### src/rtl/rlbp_rdout_pkg.sv
// ============================================================================
// Module   : rlbp_rdout_pkg
// Brief    : Shared constants and types for the RLBP readout FIFO slice.
// Revision : 1.0 - initial release
// ============================================================================
`default_nettype none

package rlbp_rdout_pkg;

  // Width of one packed FIFO word.
  localparam int WORD_W             = 32;
  // Default code geometry; CODE_W * CODES_PER_WORD must equal WORD_W.
  localparam int DEF_CODE_W         = 8;
  localparam int DEF_CODES_PER_WORD = 4;
  localparam int LANE_W             = $clog2(DEF_CODES_PER_WORD);

  // Index of the byte lane a completed code is written into.
  typedef logic [LANE_W-1:0] lane_t;

endpackage

`default_nettype wire

### src/rtl/rlbp_readout_fifo_if.sv
// ============================================================================
// Module   : rlbp_readout_fifo_if
// Brief    : Serial input, pop handshake and status bundle of the readout FIFO.
//            master = producer/consumer side, slave = the FIFO itself.
// Revision : 1.0 - initial release
// ============================================================================
`default_nettype none

interface rlbp_readout_fifo_if
  import rlbp_rdout_pkg::*;
#(
  parameter int DEPTH = 16
);
  logic                    ser_valid;
  logic                    ser_data;
  logic                    ser_sof;
  logic                    flush;
  logic                    rd_en;
  logic                    clr_ovf;
  logic [WORD_W-1:0]       rd_data;
  logic                    rd_valid;
  logic                    empty;
  logic                    full;
  logic [$clog2(DEPTH):0]  level;
  logic                    overflow;
  logic                    irq;

  modport master (
    output ser_valid, ser_data, ser_sof, flush, rd_en, clr_ovf,
    input  rd_data, rd_valid, empty, full, level, overflow, irq
  );

  modport slave (
    input  ser_valid, ser_data, ser_sof, flush, rd_en, clr_ovf,
    output rd_data, rd_valid, empty, full, level, overflow, irq
  );
endinterface

`default_nettype wire

### src/rtl/rlbp_s2p.sv
// ============================================================================
// Module   : rlbp_s2p
// Brief    : MSB-first serial-to-parallel deserialiser for RLBP codes. A set
//            sof bit restarts the code; code/code_valid are presented in the
//            same cycle as the final bit.
// Revision : 1.0 - initial release
// ============================================================================
`default_nettype none

module rlbp_s2p
  import rlbp_rdout_pkg::*;
#(
  parameter int CODE_W = DEF_CODE_W
) (
  input  logic              clk,
  input  logic              rst,
  input  logic              flush,
  input  logic              ser_valid,
  input  logic              ser_data,
  input  logic              ser_sof,
  output logic [CODE_W-1:0] code,
  output logic              code_valid
);
  localparam int CNT_W = $clog2(CODE_W + 1);

  logic [CODE_W-1:0] r_shift;
  logic [CNT_W-1:0]  r_bit_cnt;
  logic [CNT_W-1:0]  w_cnt_next;
  logic              w_done;

  // Bit count after this bit: sof restarts the code at its MSB.
  always_comb begin
    w_cnt_next = ser_sof ? CNT_W'(1) : r_bit_cnt + CNT_W'(1);
    w_done     = ser_valid && (w_cnt_next == CNT_W'(CODE_W));
  end

  // The shift register already includes the incoming bit at the output.
  assign code       = {r_shift[CODE_W-2:0], ser_data};
  assign code_valid = w_done;

  // Shift in one bit per strobe; a completed code returns the count to zero.
  always_ff @(posedge clk) begin
    if (rst || flush) begin
      r_shift   <= '0;
      r_bit_cnt <= '0;
    end else if (ser_valid) begin
      r_shift   <= code;
      r_bit_cnt <= w_done ? '0 : w_cnt_next;
    end
  end

endmodule

`default_nettype wire

### src/rtl/rlbp_readout_fifo.sv
// ============================================================================
// Module   : rlbp_readout_fifo
// Brief    : Deserialises the RLBP code stream, packs CODES_PER_WORD codes per
//            32-bit word and buffers the words in a synchronous FIFO.
//            Optional level interrupt enabled by defining RLBP_RDOUT_IRQ_EN.
// Revision : 1.0 - initial release
// ============================================================================
`default_nettype none

module rlbp_readout_fifo
  import rlbp_rdout_pkg::*;
#(
  parameter int CODE_W         = DEF_CODE_W,
  parameter int CODES_PER_WORD = DEF_CODES_PER_WORD,
  parameter int DEPTH          = 16,
  parameter int IRQ_LEVEL      = 8
) (
  input  logic                clk,
  input  logic                rst,
  rlbp_readout_fifo_if.slave  bus
);
  localparam int AW = $clog2(DEPTH);
  localparam int PW = AW + 1;

  logic [CODE_W-1:0]  w_code;
  logic               w_code_valid;
  lane_t              r_lane;
  logic               w_last_lane;
  logic [WORD_W-1:0]  r_word_buf;
  logic [WORD_W-1:0]  w_word_next;
  logic               w_push;
  logic               w_accept;
  logic               w_drop;
  logic               w_pop;
  logic [PW-1:0]      r_wr_ptr;
  logic [PW-1:0]      r_rd_ptr;
  logic [WORD_W-1:0]  r_mem [DEPTH];
  logic [WORD_W-1:0]  r_rd_data;
  logic               r_rd_valid;
  logic               r_ovf;
  logic               w_empty;
  logic               w_full;
  logic [PW-1:0]      w_level;

  rlbp_s2p #(
    .CODE_W (CODE_W)
  ) u_s2p (
    .clk        (clk),
    .rst        (rst),
    .flush      (bus.flush),
    .ser_valid  (bus.ser_valid),
    .ser_data   (bus.ser_data),
    .ser_sof    (bus.ser_sof),
    .code       (w_code),
    .code_valid (w_code_valid)
  );

  // Merge the completed code into its lane so a full word can be pushed in
  // the same cycle as the last code completes.
  for (genvar gi = 0; gi < CODES_PER_WORD; gi++) begin : g_lane
    assign w_word_next[gi*CODE_W +: CODE_W] =
      (w_code_valid && (r_lane == lane_t'(gi))) ? w_code
                                                : r_word_buf[gi*CODE_W +: CODE_W];
  end

  assign w_last_lane = (r_lane == lane_t'(CODES_PER_WORD - 1));
  assign w_push      = w_code_valid && w_last_lane && !bus.flush;

  // Status decode from pointers carrying an extra wrap bit.
  assign w_empty  = (r_wr_ptr == r_rd_ptr);
  assign w_full   = (r_wr_ptr[AW] != r_rd_ptr[AW]) &&
                    (r_wr_ptr[AW-1:0] == r_rd_ptr[AW-1:0]);
  assign w_level  = r_wr_ptr - r_rd_ptr;

  // A pop in the same cycle frees the slot a push into a full FIFO needs.
  assign w_pop    = bus.rd_en && !w_empty && !bus.flush;
  assign w_accept = w_push && (!w_full || bus.rd_en);
  assign w_drop   = w_push && !w_accept;

  // Packer: track the lane and hold partially filled words.
  always_ff @(posedge clk) begin
    if (rst || bus.flush) begin
      r_lane     <= '0;
      r_word_buf <= '0;
    end else if (w_code_valid) begin
      r_word_buf <= w_word_next;
      r_lane     <= w_last_lane ? '0 : r_lane + lane_t'(1);
    end
  end

  // Storage array write; contents are qualified by the pointers so no reset.
  always_ff @(posedge clk) begin
    if (w_accept) begin
      r_mem[r_wr_ptr[AW-1:0]] <= w_word_next;
    end
  end

  // Read/write pointer advance.
  always_ff @(posedge clk) begin
    if (rst || bus.flush) begin
      r_wr_ptr <= '0;
      r_rd_ptr <= '0;
    end else begin
      if (w_accept) r_wr_ptr <= r_wr_ptr + PW'(1);
      if (w_pop)    r_rd_ptr <= r_rd_ptr + PW'(1);
    end
  end

  // Registered read port: head word and one-cycle valid strobe.
  always_ff @(posedge clk) begin
    if (rst || bus.flush) begin
      r_rd_data  <= '0;
      r_rd_valid <= 1'b0;
    end else begin
      r_rd_valid <= w_pop;
      if (w_pop) r_rd_data <= r_mem[r_rd_ptr[AW-1:0]];
    end
  end

  // Sticky overflow; a new drop wins over a simultaneous clear.
  always_ff @(posedge clk) begin
    if (rst)             r_ovf <= 1'b0;
    else if (w_drop)     r_ovf <= 1'b1;
    else if (bus.clr_ovf) r_ovf <= 1'b0;
  end

  assign bus.rd_data  = r_rd_data;
  assign bus.rd_valid = r_rd_valid;
  assign bus.empty    = w_empty;
  assign bus.full     = w_full;
  assign bus.level    = w_level;
  assign bus.overflow = r_ovf;

`ifdef RLBP_RDOUT_IRQ_EN
  logic r_irq;

  // Level interrupt, registered from the current fill level.
  always_ff @(posedge clk) begin
    if (rst) r_irq <= 1'b0;
    else     r_irq <= (w_level >= PW'(IRQ_LEVEL));
  end

  assign bus.irq = r_irq;
`else
  logic w_unused_irq_level;

  assign w_unused_irq_level = (IRQ_LEVEL != 0);
  assign bus.irq            = 1'b0;
`endif

endmodule

`default_nettype wire

### src/flat_wrapper.sv
// flat-port wrapper written by rule: the top's interface ports become plain ports
module rlbp_readout_fifo_flat import rlbp_rdout_pkg::*;
#(
  parameter int CODE_W         = DEF_CODE_W,
  parameter int CODES_PER_WORD = DEF_CODES_PER_WORD,
  parameter int DEPTH          = 16,
  parameter int IRQ_LEVEL      = 8
)
  (clk, rst, bus_ser_valid, bus_ser_data, bus_ser_sof, bus_flush, bus_rd_en, bus_clr_ovf, bus_rd_data, bus_rd_valid, bus_empty, bus_full, bus_level, bus_overflow, bus_irq);
  rlbp_readout_fifo_if #(.DEPTH(DEPTH)) bus_i ();
  input  logic clk;
  input  logic rst;
  input wire logic [$bits(bus_i.ser_valid)-1:0] bus_ser_valid;
  input wire logic [$bits(bus_i.ser_data)-1:0] bus_ser_data;
  input wire logic [$bits(bus_i.ser_sof)-1:0] bus_ser_sof;
  input wire logic [$bits(bus_i.flush)-1:0] bus_flush;
  input wire logic [$bits(bus_i.rd_en)-1:0] bus_rd_en;
  input wire logic [$bits(bus_i.clr_ovf)-1:0] bus_clr_ovf;
  output wire logic [$bits(bus_i.rd_data)-1:0] bus_rd_data;
  output wire logic [$bits(bus_i.rd_valid)-1:0] bus_rd_valid;
  output wire logic [$bits(bus_i.empty)-1:0] bus_empty;
  output wire logic [$bits(bus_i.full)-1:0] bus_full;
  output wire logic [$bits(bus_i.level)-1:0] bus_level;
  output wire logic [$bits(bus_i.overflow)-1:0] bus_overflow;
  output wire logic [$bits(bus_i.irq)-1:0] bus_irq;
  assign bus_i.ser_valid = bus_ser_valid;
  assign bus_i.ser_data = bus_ser_data;
  assign bus_i.ser_sof = bus_ser_sof;
  assign bus_i.flush = bus_flush;
  assign bus_i.rd_en = bus_rd_en;
  assign bus_i.clr_ovf = bus_clr_ovf;
  assign bus_rd_data = bus_i.rd_data;
  assign bus_rd_valid = bus_i.rd_valid;
  assign bus_empty = bus_i.empty;
  assign bus_full = bus_i.full;
  assign bus_level = bus_i.level;
  assign bus_overflow = bus_i.overflow;
  assign bus_irq = bus_i.irq;
  rlbp_readout_fifo #(.CODE_W(CODE_W), .CODES_PER_WORD(CODES_PER_WORD), .DEPTH(DEPTH), .IRQ_LEVEL(IRQ_LEVEL)) u_core (.clk(clk), .rst(rst), .bus(bus_i));
endmodule
### config.mk
export PLATFORM = sky130hd
export DESIGN_NAME = rlbp_readout_fifo_flat
export DESIGN_NICKNAME = d
export VERILOG_FILES = /design/src/rtl/rlbp_rdout_pkg.sv /design/src/rtl/rlbp_readout_fifo_if.sv /design/src/rtl/rlbp_s2p.sv /design/src/rtl/rlbp_readout_fifo.sv /design/src/flat_wrapper.sv
export SDC_FILE = /design/constraint.sdc
export NUM_CORES = 1
export LEC_CHECK = 0
export CORE_MARGIN = 2
export CORE_UTILIZATION = 32
export DETAILED_ROUTE_END_ITERATION = 10
export SLEW_MARGIN = 20
export SYNTH_ARGS = -nofsm -noshare
export SYNTH_HDL_FRONTEND = slang
export SYNTH_SLANG_ARGS = --single-unit
export TNS_END_PERCENT = 5
### constraint.sdc
create_clock -name clk -period 4.7 [get_ports clk]
set_input_delay 0.705 -clock clk [delete_from_list [all_inputs] [get_ports clk]]
set_output_delay 0.705 -clock clk [all_outputs]
set_load 0.02 [all_outputs]
==> results.json <==
{
  "hp-class": "reg2reg",
  "antenna_found_initial": 1,
  "ios": 50,
  "finalCriticalPeriod_ns": 3.62,
  "status": "finished clean",
  "ys_warn_count": 0,
  "pre_cts_ws_ns": 1.14,
  "cts.sinks": 601,
  "cp_data_required_time_ns": 3.99,
  "grt_pass1_wl_mm": 79.5,
  "max_freq_mhz": 276,
  "die_width_microns": 274,
  "r2r_slack_ns": 1.35,
  "avgSynthCellArea_sq_um": 17.6,
  "diodes": 0,
  "synth_mux_area_share_pct": 15.0,
  "synthXorXnorAreaFrac_pct": 0.454,
  "start_util_pct": 32.2,
  "peakVddDrop_mv": 0.259,
  "overflow": 0,
  "async_flop_share_pct": 0,
  "worst_pin_slew_ns": 1.09,
  "finalMaxSlewViolations": 0,
  "synth_top_family_by_area": "multiplexers",
  "insertion_delay_ns": 0.61,
  "post-cts-setup-buffers": 0,
  "cp-start-kind": "flip-flop",
  "nNetsFinal": 1411,
  "yosys.area_share.simple_pct": 3.58,
  "core_area_sq_um": 72700,
  "grt_max_degree": 66,
  "design_area_sq_um": 26900,
  "setup_ws_ns": 1.08,
  "postLayoutCoreUtil_pct": 37.1,
  "finalSetupViolCount": 0,
  "dp_hpwl_mm": 29.9,
  "netlist_area_sq_um": 23400,
  "synth-edff-count": 512,
  "power_density_nw_per_um2": 388,
  "reg2reg_to": "u_core.r_mem[11][31]",
  "clk_path_buf_depth": 3,
  "vias": 11900,
  "fin_worst_skew_ns": 0.0118,
  "ys.flop_type": "edfxtp_1",
  "tns_ns": 0,
  "drc": 0,
  "r2r_cells": 7,
  "slew_headroom_pct": 27.1,
  "worstReg2RegStart": "u_core.r_rd_ptr[2]",
  "htree_levels": 2,
  "min_to": "u_core.r_word_buf[25]",
  "synth-adder-area-share_pct": 0.834,
  "arrival_ns": 2.92,
  "firstDrtPassIters": 5,
  "cts_buffers": 58,
  "crit_path_max_fanout": 17,
  "clk_pin_slew_ns": 0.06,
  "grt_util_all_layers_pct": 14.1,
  "endpoint_kind": "primary output",
  "numPortBuffers": 48,
  "crit_type": "reg2out",
  "syn_nets": 1352,
  "synthCells": 1329,
  "cts_root_buf": "clkbuf_16",
  "fp-row-count": 99,
  "drive_gt1_share_pct": 16.5,
  "post_dp_cell_area_sq_um": 25000,
  "drt_iter0_drc": 915,
  "synth_compound_area_share_pct": 4.93,
  "place.gp.congestion": 0.752,
  "die_h_microns": 274,
  "viasPerCell": 4.98,
  "ys_ff_latch": 601,
  "p_leak_nw": 7.88,
  "rsz0062_at_grt": "no",
  "hold_depth": 2,
  "finalHoldViolations": 0,
  "avgRoutedWirePerCell_microns": 22.1,
  "wl_mm": 52.9,
  "cap_violations": 0,
  "total_power_w": 0.0104,
  "cts_hold_buf": 0,
  "cts_resized": 0,
  "route.antenna.remaining_nets": 0,
  "min-delay-start": "u_core.r_word_buf[25]",
  "period_share_pct": 77.1,
  "fp.dieArea_sq_um": 75300,
  "cts_tree": "built",
  "synthToLayoutAreaGrowth_pct": 15.1,
  "first_global_vias": 12600,
  "ys_seq_area_share_pct": 73.3,
  "synth.distinct_cells": 61
}
[worst max-delay path by stage]
stage | start | cells after the start | endpoint
final | u_core.r_rd_ptr[2] | 5 | bus_empty
after global routing | u_core.r_wr_ptr[0] | 8 | bus_level[4]
after CTS | u_core.r_rd_ptr[2] | 5 | bus_empty
after detailed placement | bus_ser_valid | 6 | u_core.r_mem[8][14]
after global placement | bus_ser_valid | 6 | u_core.r_mem[5][15]
after floorplan | u_core.r_rd_ptr[3] | 8 | u_core.r_mem[3][0]
[layout by cell type, fill, tap and decap left out, drive strengths merged, types with 30 or more instances in the layout]
master	synthesis	layout
a21oi	42	42
clkbuf	36	86
clkdlybuf4s50	0	48
dfxtp	89	89
edfxtp	512	512
mux2	32	32
mux2i	171	171
mux4	64	64
nand2	50	50
nor3	30	30
o21ai	42	42
o22ai	59	59
[worst max-delay path, cell delays in order (launching register included)]
cell and delay, ns:
dfxtp_4 0.52, inv_1 0.14, ha_1 0.37, nand4_1 0.41, nor2_1 0.24, clkdlybuf4s50_1 0.63
[sequential cells by signal, indices dropped and copies added (netlist names)]
register / count
u_core.r_mem: 512
u_core.bus.rd_data: 32
u_core.r_word_buf: 32
u_core.u_s2p.r_shift: 7
u_core.r_rd_ptr: 5
u_core.r_wr_ptr: 5
u_core.u_s2p.r_bit_cnt: 4
u_core.r_lane: 2
u_core.bus.overflow: 1
u_core.bus.rd_valid: 1
[stage by stage]
step / hold slack [ns] / std cells
detailed placement: 0.448 / 2287
global placement: 0.441 / 2287
floorplan: 0.431 / 1329
finish: 0.457 / 2395
global route: 0.481 / 2395
CTS: 0.462 / 2395
[cell usage after synthesis, drive strengths merged, types with 7 or more instances]
cell      n  area, sq um
nor3     30          150
o21ai    42          210
o22ai    59          369
buf      41          249
nor2     21         78.8
a22oi    27          203
dfxtp    89         1780
nand2    50          188
clkbuf   36          136
nand3     7         77.6
mux2i   171         1710
a21oi    42          210
edfxtp  512        15400
mux2     32          368
mux4     64         1440
xnor2     7         80.1
and3     10         62.6
ha       14          175
inv      12         45.0
[power by group]
part | total, W | internal (W) | switching (W)
clock | 0.00470 | 0.00277 | 0.00193
sequential | 0.00570 | 0.00570 | 0.00000139
combinational | 0.0000420 | 0.0000134 | 0.0000287
total | 0.0104 | 0.00849 | 0.00196
[final cells by class]
cell class              count  area, sq um
clock inverters            22          294
fillers                  6651        45800
inverters                  12         45.0
well taps                 959         1200
repair buffers             76          707
flip-flops and latches    601        17200
multi-input cells         639         5900
clock buffers              86         1630
[routing by layer]
layer / up-vias / routed length (microns) / GRT usage, %
met5: - / 0 / 0
met4: 0 / 942 / 3.16
met3: 66 / 1930 / 2.31
met2: 238 / 26400 / 24.3
met1: 6197 / 23600 / 18.7
li1: 5425 / - / -
[logic make-up after synthesis]
group	after synthesis
xor+xnor	10
fa+ha+maj	15
mux	267
flops	601
compound gates	191
other cells	1
buf+inv	89
simple gates	155
No activity file was read; power rests on OpenSTA's default activity.
==> patch: new RTL, same settings <==
Add a define of `RLBP_RDOUT_IRQ_EN`.
--- a/src/rtl/rlbp_readout_fifo.sv
+++ b/src/rtl/rlbp_readout_fifo.sv
@@ -7,4 +7,6 @@
 // ============================================================================
 `default_nettype none
+
+`define RLBP_RDOUT_IRQ_EN
 
 module rlbp_readout_fifo
Check against the original RTL: same outputs for any inputs over 10 cycles, from zero or initial values and one cycle with rst high; that may be too few to reach the edited logic, so the function may still have changed.
==> patch against the original RTL <==
  * Wire length rose by 1.1%
  * Synthesized area is 1.9% lower
  * Sequential cell count grew 1
  * Power is 0.48% lower
  * Sequential power hardly changed
  * Cell area shrank 1.1%
  * Worst setup slack worse by 0.14 ns
  * Clock power down 1%
  * Critical path type unchanged
  * Highest routed layer unchanged
==> patch: results (changes against the original RTL) <==
- The flow ran to the end, and the final reports show no timing, DRC or antenna violations.
- The total routing usage reported by global routing was 14.4% (+0.35 points).
- The synthesized area per cell was 17.7 um^2 (+0.59%).
- The worst reg-to-reg setup slack is 1.17 ns (-0.18 ns).
- The number of antenna violations at the first check in global routing is 0 (-1).
- The number of nets produced by synthesis is 1319 (-2.4%).
- The post-placement cell area came to 24800 um^2 (-1.1%).
- The post-route non-filler standard cell count is 2373 (-0.92%).
- The clock group total power was 4650 uW (-1%).
- The largest fanout on the critical path is 12 (-5).
- The average wire per standard cell was 22.5 um (+2.0%).
- The power of the sequential group is 5710 uW (about the same).
- The net total in the final layout is 1396 (-1.1%).
- The filler cell count in the final layout is 6448 (-3.1%).
- The wire length of the first global-routing pass came to 79800 um (+0.40%).
- The switching power of the nets is 1990 uW (+1.6%).
- The logic depth of the worst register-to-register path is 8 (+1).
- The path with the worst hold slack has its endpoint at u_core.bus.overflow.
- The placed cell count came to 2263 (-1.0%).
- The via count is 11933 (+0.059%).
- The max-slew headroom at the worst pin is 23.6% (-3.5 points).
- The final worst hold slack is 0.471 ns (+0.0134 ns).
- The peak supply drop was 0.307 mV (+18%).
- The origin of the worst min-delay path is u_core.bus.overflow.
- The critical register-to-register path endpoint is u_core.r_mem[4][18].
- The clock skew was 0.0135 ns (+0.00175 ns).
- The weighted congestion at the end of routability-driven global placement is 0.758 (+0.77%).
- By count the netlist is led by sky130_fd_sc_hd__edfxtp_1 (512), sky130_fd_sc_hd__mux2i_1 (126), sky130_fd_sc_hd__dfxtp_1 (90).
- The number of port buffers is 49 (+2.1%).
- The sequential cell area fraction in the yosys report is 74.8% (+1.5 points).
patch: cell types whose count changed after synthesis, moves of 15 or more:
cell / unedited run / this run
sky130_fd_sc_hd__o22ai_1: 59 / 42
sky130_fd_sc_hd__o21ai_0: 41 / 59
sky130_fd_sc_hd__and2_1: 1 / 33
sky130_fd_sc_hd__nand2_1: 50 / 31
sky130_fd_sc_hd__a2111oi_0: 0 / 15
sky130_fd_sc_hd__mux2i_1: 171 / 126
patch: cell families (layout without fill, tap and decap cells):
logic type	count (synthesis)	in the layout	synth area share, %
muxes	209	209	12.1
buffers and inverters	80	207	1.54
AOI/OAI and AO/OA	224	224	6.28
DFF	602	602	74.8
and+or+nand+nor	151	151	3.79
xor gates and xnor gates	15	15	0.654
adders and majority gates	15	15	0.850
patch: metal layers:
layer  track usage [%]  share of wire (%)  vias to the layer above
met5                 0                  0                        -
met4              5.39                3.1                        0
met3              2.01                4.3                      106
met2              24.5                 49                      268
met1              18.9                 43                     6221
li1                  -                  -                     5338
patch: worst max-delay path by stage:
stage	startpoint	end	slack, ns	cells past startpoint
detailed placement	bus_ser_valid	u_core.r_mem[1][24]	0.86	9
finish	u_core.r_rd_ptr[2]	bus_level[4]	0.94	6
CTS	u_core.r_rd_ptr[0]	bus_level[4]	0.84	7
global route	u_core.r_rd_ptr[0]	bus_level[4]	0.79	7
global placement	bus_ser_valid	u_core.r_mem[2][13]	0.92	9
floorplan	bus_ser_sof	u_core.r_mem[8][0]	0.03	6
patch: area by class of cell:
cell class              instances  area, um^2  area share [%]
clock buffers                  79        1580            5.93
clock inverters                31         328            1.23
inverters                      11        41.3           0.155
multi-input cells             614        5530            20.7
flip-flops and latches        602       17200            64.5
well taps                     950        1190            4.46
repair buffers                 86         806            3.02
